[src/rtl/keypad_scanner.sv]
// keypad_scanner
// Scans a 4x4 matrix keypad. Each column is driven low in turn while the
// pulled-up rows are sampled. After every full 16-key scan the snapshot is
// classified as no key, a single key k, or several keys. A classification
// must repeat on DEBOUNCE_SCANS consecutive scans before it is acted on.
// A committed single press produces one KEY_VALID pulse. A full release is
// needed before another press can be reported.
//
// Ports:
//   CLOCK_50   in   1  system clock (only clock)
//   RST_N      in   1  asynchronous reset, active low
//   COL        out  4  column drive, active low, one-cold
//   ROW        in   4  row sense, low = key closed in the driven column (async)
//   KEY_CODE   out  4  committed key index, row*4 + col
//   KEY_VALID  out  1  one-cycle pulse per newly committed press
//   KEY_HELD   out  1  high while a committed press is in effect
module keypad_scanner #(
    parameter int SCAN_DIV       = 50000,
    parameter int DEBOUNCE_SCANS = 4
) (
    input  logic       CLOCK_50,
    input  logic       RST_N,
    output logic [3:0] COL,
    input  logic [3:0] ROW,
    output logic [3:0] KEY_CODE,
    output logic       KEY_VALID,
    output logic       KEY_HELD
);

    localparam int               CNT_W    = $clog2(SCAN_DIV);
    localparam logic [CNT_W-1:0] CNT_LAST = CNT_W'(SCAN_DIV - 1);
    localparam logic [CNT_W-1:0] CNT_ONE  = CNT_W'(1);
    localparam logic [3:0]       DEB_MAX  = 4'(DEBOUNCE_SCANS);

    typedef enum logic [1:0] {
        CLS_NONE   = 2'd0,
        CLS_SINGLE = 2'd1,
        CLS_MULTI  = 2'd2
    } cls_e;

    typedef enum logic {
        ST_IDLE    = 1'b0,
        ST_PRESSED = 1'b1
    } state_e;

    // Number of set bits in a 16-key snapshot.
    function automatic logic [4:0] count_ones(input logic [15:0] vec);
        logic [4:0] total;
        total = 5'd0;
        for (int i = 0; i < 16; i++) begin
            total = total + {4'd0, vec[i]};
        end
        return total;
    endfunction

    // Index of the lowest set bit; only meaningful when exactly one bit is set.
    function automatic logic [3:0] lowest_index(input logic [15:0] vec);
        logic [3:0] idx;
        idx = 4'd0;
        for (int i = 15; i >= 0; i--) begin
            if (vec[i]) begin
                idx = 4'(i);
            end
        end
        return idx;
    endfunction

    logic [3:0]       row_meta_r;
    logic [3:0]       row_sync_r;
    logic [CNT_W-1:0] win_cnt_r;
    logic [1:0]       col_idx_r;
    logic [3:0]       col_r;
    logic [15:0]      snapshot_r;
    logic [15:0]      snap_next_s;
    logic             scan_done_r;
    logic             win_last_s;

    logic [4:0]       ones_s;
    cls_e             cls_kind_s;
    logic [3:0]       cls_key_s;
    logic             same_cls_s;
    logic [3:0]       stab_next_s;
    logic             stable_s;

    state_e           state_r;
    logic [3:0]       stab_cnt_r;
    cls_e             prev_kind_r;
    logic [3:0]       prev_key_r;
    logic [3:0]       key_code_r;
    logic             key_valid_r;
    logic             key_held_r;

    assign COL       = col_r;
    assign KEY_CODE  = key_code_r;
    assign KEY_VALID = key_valid_r;
    assign KEY_HELD  = key_held_r;

    // Two-flop synchronizer for the rows; preset to all-ones (no key) in reset.
    always_ff @(posedge CLOCK_50 or negedge RST_N) begin
        if (!RST_N) begin
            row_meta_r <= 4'hF;
            row_sync_r <= 4'hF;
        end else begin
            row_meta_r <= ROW;
            row_sync_r <= row_meta_r;
        end
    end

    // End of the current column window.
    always_comb begin
        win_last_s = (win_cnt_r == CNT_LAST);
    end

    // Window counter, column index and registered one-cold column drive.
    always_ff @(posedge CLOCK_50 or negedge RST_N) begin
        if (!RST_N) begin
            win_cnt_r <= '0;
            col_idx_r <= 2'd0;
            col_r     <= 4'b1110;
        end else if (win_last_s) begin
            win_cnt_r <= '0;
            col_idx_r <= col_idx_r + 2'd1;
            col_r     <= {col_r[2:0], col_r[3]};
        end else begin
            win_cnt_r <= win_cnt_r + CNT_ONE;
            col_idx_r <= col_idx_r;
            col_r     <= col_r;
        end
    end

    // Snapshot with the current column's inverted rows merged in at bits col+4*row.
    always_comb begin
        snap_next_s = snapshot_r;
        for (int r = 0; r < 4; r++) begin
            for (int c = 0; c < 4; c++) begin
                if (col_idx_r == 2'(c)) begin
                    snap_next_s[4*r+c] = ~row_sync_r[r];
                end else begin
                    snap_next_s[4*r+c] = snapshot_r[4*r+c];
                end
            end
        end
    end

    // Store the column sample at the window end; flag completion of column 3.
    always_ff @(posedge CLOCK_50 or negedge RST_N) begin
        if (!RST_N) begin
            snapshot_r  <= 16'h0000;
            scan_done_r <= 1'b0;
        end else begin
            if (win_last_s) begin
                snapshot_r <= snap_next_s;
            end else begin
                snapshot_r <= snapshot_r;
            end
            scan_done_r <= win_last_s && (col_idx_r == 2'd3);
        end
    end

    // Classify the completed scan and work out the next stability count.
    always_comb begin
        ones_s    = count_ones(snapshot_r);
        cls_key_s = lowest_index(snapshot_r);
        if (ones_s == 5'd0) begin
            cls_kind_s = CLS_NONE;
        end else if (ones_s == 5'd1) begin
            cls_kind_s = CLS_SINGLE;
        end else begin
            cls_kind_s = CLS_MULTI;
        end
        // The key index only distinguishes classifications of the SINGLE kind.
        same_cls_s = (cls_kind_s == prev_kind_r) &&
                     ((cls_kind_s != CLS_SINGLE) || (cls_key_s == prev_key_r));
        if (!same_cls_s) begin
            stab_next_s = 4'd1;
        end else if (stab_cnt_r >= DEB_MAX) begin
            stab_next_s = DEB_MAX;
        end else begin
            stab_next_s = stab_cnt_r + 4'd1;
        end
        stable_s = (stab_next_s == DEB_MAX);
    end

    // Debounce bookkeeping and committed-press FSM with registered outputs.
    always_ff @(posedge CLOCK_50 or negedge RST_N) begin
        if (!RST_N) begin
            state_r     <= ST_IDLE;
            stab_cnt_r  <= 4'd0;
            prev_kind_r <= CLS_NONE;
            prev_key_r  <= 4'd0;
            key_code_r  <= 4'd0;
            key_valid_r <= 1'b0;
            key_held_r  <= 1'b0;
        end else if (scan_done_r) begin
            stab_cnt_r  <= stab_next_s;
            prev_kind_r <= cls_kind_s;
            prev_key_r  <= cls_key_s;
            case (state_r)
                ST_IDLE: begin
                    if (stable_s && (cls_kind_s == CLS_SINGLE)) begin
                        key_code_r  <= cls_key_s;
                        key_valid_r <= 1'b1;
                        key_held_r  <= 1'b1;
                        state_r     <= ST_PRESSED;
                    end else begin
                        key_valid_r <= 1'b0;
                        state_r     <= ST_IDLE;
                    end
                end
                ST_PRESSED: begin
                    key_valid_r <= 1'b0;
                    // Rollover and multi-key states are ignored until a full release.
                    if (stable_s && (cls_kind_s == CLS_NONE)) begin
                        key_held_r <= 1'b0;
                        state_r    <= ST_IDLE;
                    end else begin
                        state_r <= ST_PRESSED;
                    end
                end
                default: begin
                    key_valid_r <= 1'b0;
                    key_held_r  <= 1'b0;
                    state_r     <= ST_IDLE;
                end
            endcase
        end else begin
            key_valid_r <= 1'b0;
        end
    end

endmodule

[config.mk]
export PLATFORM = sky130hd
export DESIGN_NAME = keypad_scanner
export DESIGN_NICKNAME = d
export VERILOG_FILES = /design/src/rtl/keypad_scanner.sv
export SDC_FILE = /design/constraint.sdc
export NUM_CORES = 1
export LEC_CHECK = 0
export BUFFER_PORTS_ARGS = -buffer_cell sky130_fd_sc_hd__buf_2
export CAP_MARGIN = 20
export CORE_UTILIZATION = 50
export CTS_CLUSTER_SIZE = 12
export DETAILED_ROUTE_END_ITERATION = 8
export PLACE_DENSITY_LB_ADDON = 0.12
export SYNTH_ARGS = -nofsm -noshare
export SYNTH_HDL_FRONTEND = slang
export SYNTH_SLANG_ARGS = --single-unit
[constraint.sdc]
create_clock -name CLOCK_50 -period 12.18 [get_ports CLOCK_50]
set_input_delay 0.609 -clock CLOCK_50 [delete_from_list [all_inputs] [get_ports CLOCK_50]]
set_output_delay 0.609 -clock CLOCK_50 [all_outputs]
set_load 0.02 [all_outputs]
# After elaboration in Yosys (flattened, before gate mapping)
# Index checks and enable logic that the tools add are counted.
dict set report totals {
  wordCells 96
  ff_bits 64
  in_bits 6
  out_inout_bits 10
}
dict set report op_classes {
  n_reduce_logical 14
  n_addsub 18
  bitwise_logic 5
  magnitude_cmp 1
  n_eq_ne 12
  mux 29
}
# op n
set ops {}
lappend ops {{$mux 4} 18}
lappend ops {{$add 5x1->5} 11}
lappend ops {{$add 16x1->16 const B} 1}
lappend ops {{$eq 16x16->1 const B} 1}
lappend ops {{$mux 16} 1}
lappend ops {{$reduce_and 2->1} 4}
lappend ops {{$pmux 1 s2} 3}
lappend ops {{$reduce_and 3->1} 2}
lappend ops {{$add 4x1->5} 1}
lappend ops {{$eq 5x1->1 const B} 1}
lappend ops {{$logic_not 5->1} 1}
lappend ops {{$mux 1} 5}
lappend ops {{$not 1->1} 5}
lappend ops {{$add 3x1->4} 1}
lappend ops {{$add 4x1->4 const B} 1}
lappend ops {{$eq 2x1->1 const B} 2}
lappend ops {{$eq 2x2->1 const B} 2}
lappend ops {{$eq 4x3->1 const B} 1}
lappend ops {{$eq 4x4->1} 1}
lappend ops {{$ge 4x3->1 const B} 1}
lappend ops {{$logic_and 1x1->1} 4}
lappend ops {{$logic_not 2->1} 2}
lappend ops {{$mux 2} 2}
lappend ops {{$ne 2x1->1 const B} 2}
lappend ops {{6 further kinds} 6}

# Longest topological paths before layout
dict set report depth {
  word_depth 27
  mapped_depth 16
  depth_no_buf 16
}

# Worst setup path after synthesis
# OpenSTA, ideal clock, no wires.
dict set report synth_path {
  path_kind {register -> register}
  start {register snapshot_r[5]}
  end {register key_code_r[2] (netlist: KEY_CODE[2])}
  setup_time_ps 128
  period_less_slack_ps 4665
  setup_slack_ps 7515
  arrival_ps 4537
  stages_incl_launch_ff 16
  cell_sequence {dfrtp_1 inv_1 fa_1 inv_1 fa_1 fa_1 inv_1 fa_1 inv_1 ha_1 fa_1 nor3_1 nand2_1 nor4_1 nand4_2 mux2_1}
}
dict set report synth_via {
  elab_chain_cells 21
}
# element line_no
set synth_rtl {}
lappend synth_rtl {{from (decl)} 73} ;# logic [15:0] snapshot_r;
lappend synth_rtl {{from (signal assigned)} 152} ;# snapshot_r <= snap_next_s;
lappend synth_rtl {{from (signal assigned)} 154} ;# snapshot_r <= snapshot_r;
lappend synth_rtl {{$add 5x1->5 (11 in series)} 51} ;# total = total + {4'd0, vec[i]};
lappend synth_rtl {{$eq 5x1->1} 166} ;# end else if (ones_s == 5'd1) begin
lappend synth_rtl {{$mux 2} 166}
lappend synth_rtl {{$mux 2} 164} ;# if (ones_s == 5'd0) begin
lappend synth_rtl {{$ne 2x1->1} 173} ;# ((cls_kind_s != CLS_SINGLE) || (cls_key_s == prev_key_r));
lappend synth_rtl {{$logic_or 1x1->1} 173}
lappend synth_rtl {{$logic_and 1x1->1} 172} ;# same_cls_s = (cls_kind_s == prev_kind_r) &&
lappend synth_rtl {{$mux 4} 174} ;# if (!same_cls_s) begin
lappend synth_rtl {{$eq 4x3->1} 181} ;# stable_s = (stab_next_s == DEB_MAX);
lappend synth_rtl {{$logic_and 1x1->1} 200} ;# if (stable_s && (cls_kind_s == CLS_SINGLE)) begin
lappend synth_rtl {{$reduce_and 3->1 (no source line)} -}
lappend synth_rtl {{to (signal assigned)} 201} ;# key_code_r <= cls_key_s;
lappend synth_rtl {{to (decl)} 89} ;# logic [3:0] key_code_r;
# Parallel ways exist; a longest one is shown, timed or not.
# A chain may end at the register's enable or synchronous reset.

# Final worst setup path
# Same ends and word-level chain as after synthesis.

==> impl_results.md <==
* Antenna Nets Post-Route at 0
* Setup WS pre-CTS at 7.21 ns
* # fillers at between 500 and 600
* Root buffer cell: clkbuf_8
* PwrDens at 121 mW/mm^2
* Multi-input gate area at roughly 0.0015 mm^2
* Critical path class: flip-flop to flip-flop
* Hold Violations, Final at 0
* RSZ-0062 raised after global routing: false
* Die height at 83.1 um
* Routed WL at 5.79 mm
* Slew HR at 0.471
* Max-cap violation count at 0
* Worst path arrival time at 5.21 ns
* Largest area contributor in the netlist: dfrtp_1
* Num CTS Buffers at 9
* Status: completed
* Critical Path Sink Type: flip-flop
* Worst R2R End: KEY_CODE[2]
* GRT Overall Usage at 0.188
* CTS max path bufs at 2
* Post-DP HPWL at 4.00 mm
* Final setup viols at 0
* CTS Hold Buffers Added at 0
* Top post-synthesis cells by area: dfrtp_1 (40%), dfstp_2 (8.8%), fa_1 (6.1%)
* Ports at 16
* Post-synth top area share at 0.403
* Top cells by count, synth: dfrtp_1 (53), nor2_1 (45), inv_1 (31)
* CTS clock-pin slew for the worst setup and hold paths at 0.07 ns
* Number of flops mapped to enable cells by yosys at 0
* WL/cell at 13.8 um
* Synth cell types at 57
* Avg Inst Size Synth at 10.4 um^2
* Synthesized cell area at 0.00329 mm^2
* Cells along the critical path: inv_1 > fa_1 > inv_1 > fa_1 > fa_1 > inv_1 > fa_1 > inv_1 > ha_1 > fa_1 > nor3_1 > nand2_1 > nor4_1 > nand4_2 > mux2_1
* Synthesized flop and latch total at 64
* Slowest-stage cell, CP: fa_1
* Initial Utilization at 0.518
* Synth Instances at 317
* WP buf/inv at 4
* Layout Nets at 364
* Total number of yosys warnings at 0
* Crit Reg-Reg Startpoint: snapshot_r[5]
* Worst hold path class: flip-flop to flip-flop
* Critical Path Sink: KEY_CODE[2]
* Vias in the first global route at 2273
* Layout Skew at between 0.009 and 0.01 ns
* DRT iter0 DRCs at 134
* Fin crit share at 0.410
* Vias/cell at 5.39
* Post-synth ARST share at 1.00
* Grt ovf at 0
* Worst skew pair latency at between 0.3 and 0.4 ns
* TNS Setup at 0 ns
* Maximum clock frequency at roughly 0.2 GHz
* Post-CTS Repair Setup Buffers at 0
* Diode count at 0
* Worst Setup SP: snapshot_r[5]
* Max rail drop VDD at around 0.000092 V
* Routed vias at between 2000 and 2500
* Actual slew at the worst max-slew pin at ~0.79 ns
* Crit-path max FO at 6
* Ys flop type: dfrtp_1
* Die X at 83.1 um
* Port-buffer cells at 15
* First-pass DRT Iterations at 4
* Clock sinks at 64
* Reg2Reg Setup Slack at 7.19 ns
* Slew Limit Fails at 0
* CP Launch Type: flip-flop
* Share of layout cells above drive strength 1 at 0.178
* CTS resizes at 0
* CP required at 12.40 ns
* Most common cell in the synthesized netlist: dfrtp_1
* Top Family by Delay on Critical Path: adder cells
* Global placer's final weighted congestion at roughly 0.88
* Critical Path Stages at 15
* Register area at 0.00162 mm^2
* Area of the core at ~0.0063 mm^2
* Cell repeated most along the worst path: fa_1
* Global-route wire length before repair at 10.2 mm
* Leakage at approximately 1.8 nW
* Reg2Reg Depth at 15
* Final Worst Setup Slack at 7.19 ns
* Clock tree from TritonCTS: built
* Drc violations at 0
* DIE AREA at slightly below 0.007 mm^2
* Number of cell rows at 29
* Seq/Total Area, Yosys at 0.491
* Area growth, synth to finish at 12.3%
* Initial antenna violation count at 0
* Final Critical Period at 4.99 ns
* Synth Net Count at 344
* Largest net degree at the start of global routing at 65
* CP peak stage delay at 0.54 ns
* CTS H-tree lvls at 3
## cells by family (layout without fill, tap and decap cells)
group,after synthesis,after routing,synth area share
AO/OA/AOI/OAI,51,51,0.105
XOR/XNOR,16,16,0.0426
adder cells (fa/ha/maj),21,21,0.103
buffers and inverters,38,63,0.0437
flip-flops,64,64,0.491
multiplexers,9,9,0.0304
AND/OR/NAND/NOR,118,118,0.185
## cell usage in the layout (no fill, tap or decap), drive strengths merged, types with 9 or more instances in the layout
cell type / instances
a21oi: 24
buf: 16
clkbuf: 10
dfrtp: 53
dfstp: 11
fa: 10
ha: 11
inv: 32
nand2: 21
nor2: 45
xnor2: 9
## stage by stage
stage / instance area, um^2 / hold slack (ns) / power (mW) / utilization / instances
after floorplan: 3290 / 0.313 / 0.220 / - / 317
after global placement: 3440 / 0.346 / 0.225 / 0.542 / 403
after detailed placement: 3440 / 0.347 / 0.225 / 0.542 / 403
after CTS: 3690 / 0.343 / 0.456 / 0.582 / 419
after global routing: 3690 / 0.341 / 0.464 / 0.582 / 419
final: 3690 / 0.356 / 0.449 / 0.582 / 419
## report_power, final
part | internal (mW) | switching [mW]
logic | 0.000819 | 0.00410
registers | 0.215 | 0.000947
clock network | 0.143 | 0.0853
## sequential cells by signal, summed over array words and instances, names as in the netlist
name and cells:
snapshot_r 16, scan_done_r 1, KEY_HELD 1, KEY_VALID 1
COL 4, prev_kind_r 2, col_idx_r 2, prev_key_r 4
row_sync_r 4, KEY_CODE 4, state_r 1, stab_cnt_r 4
win_cnt_r 16, row_meta_r 4
## worst register-to-register path: stages (launching register included)
cell,delay (ns)
dfrtp_1,0.47
inv_1,0.10
fa_1,0.54
inv_1,0.05
fa_1,0.46
fa_1,0.51
inv_1,0.05
fa_1,0.47
inv_1,0.04
ha_1,0.19
fa_1,0.44
nor3_1,0.31
nand2_1,0.14
nor4_1,0.53
nand4_2,0.24
mux2_1,0.35
## worst min-delay path by stage
stage	startpoint	to	depth (start not counted)
2_1_floorplan	RST_N	COL[0]	0
6_report	row_meta_r[2]	row_sync_r[2]	0
3_5_place_dp	row_meta_r[1]	row_sync_r[1]	0
5_1_grt	ROW[2]	row_meta_r[2]	1
4_1_cts	ROW[0]	row_meta_r[0]	1
3_3_place_gp	row_meta_r[2]	row_sync_r[2]	0
## cell type report
cell class | instances | share of cell area
sequential | 64 | 0.437
tap | 77 | 0.0261
inverter | 31 | 0.0315
clock inverter | 6 | 0.0312
timing repair buffer | 16 | 0.0224
clock buffer | 10 | 0.0373
multi-input combinational | 215 | 0.414
## routing by layer
layer  global-route usage  part of all wire
met5                    0                 0
met4                0.103             0.021
met3               0.0408             0.025
met2                0.285              0.47
met1                0.252              0.49
Power figures use the tool's default switching activity.
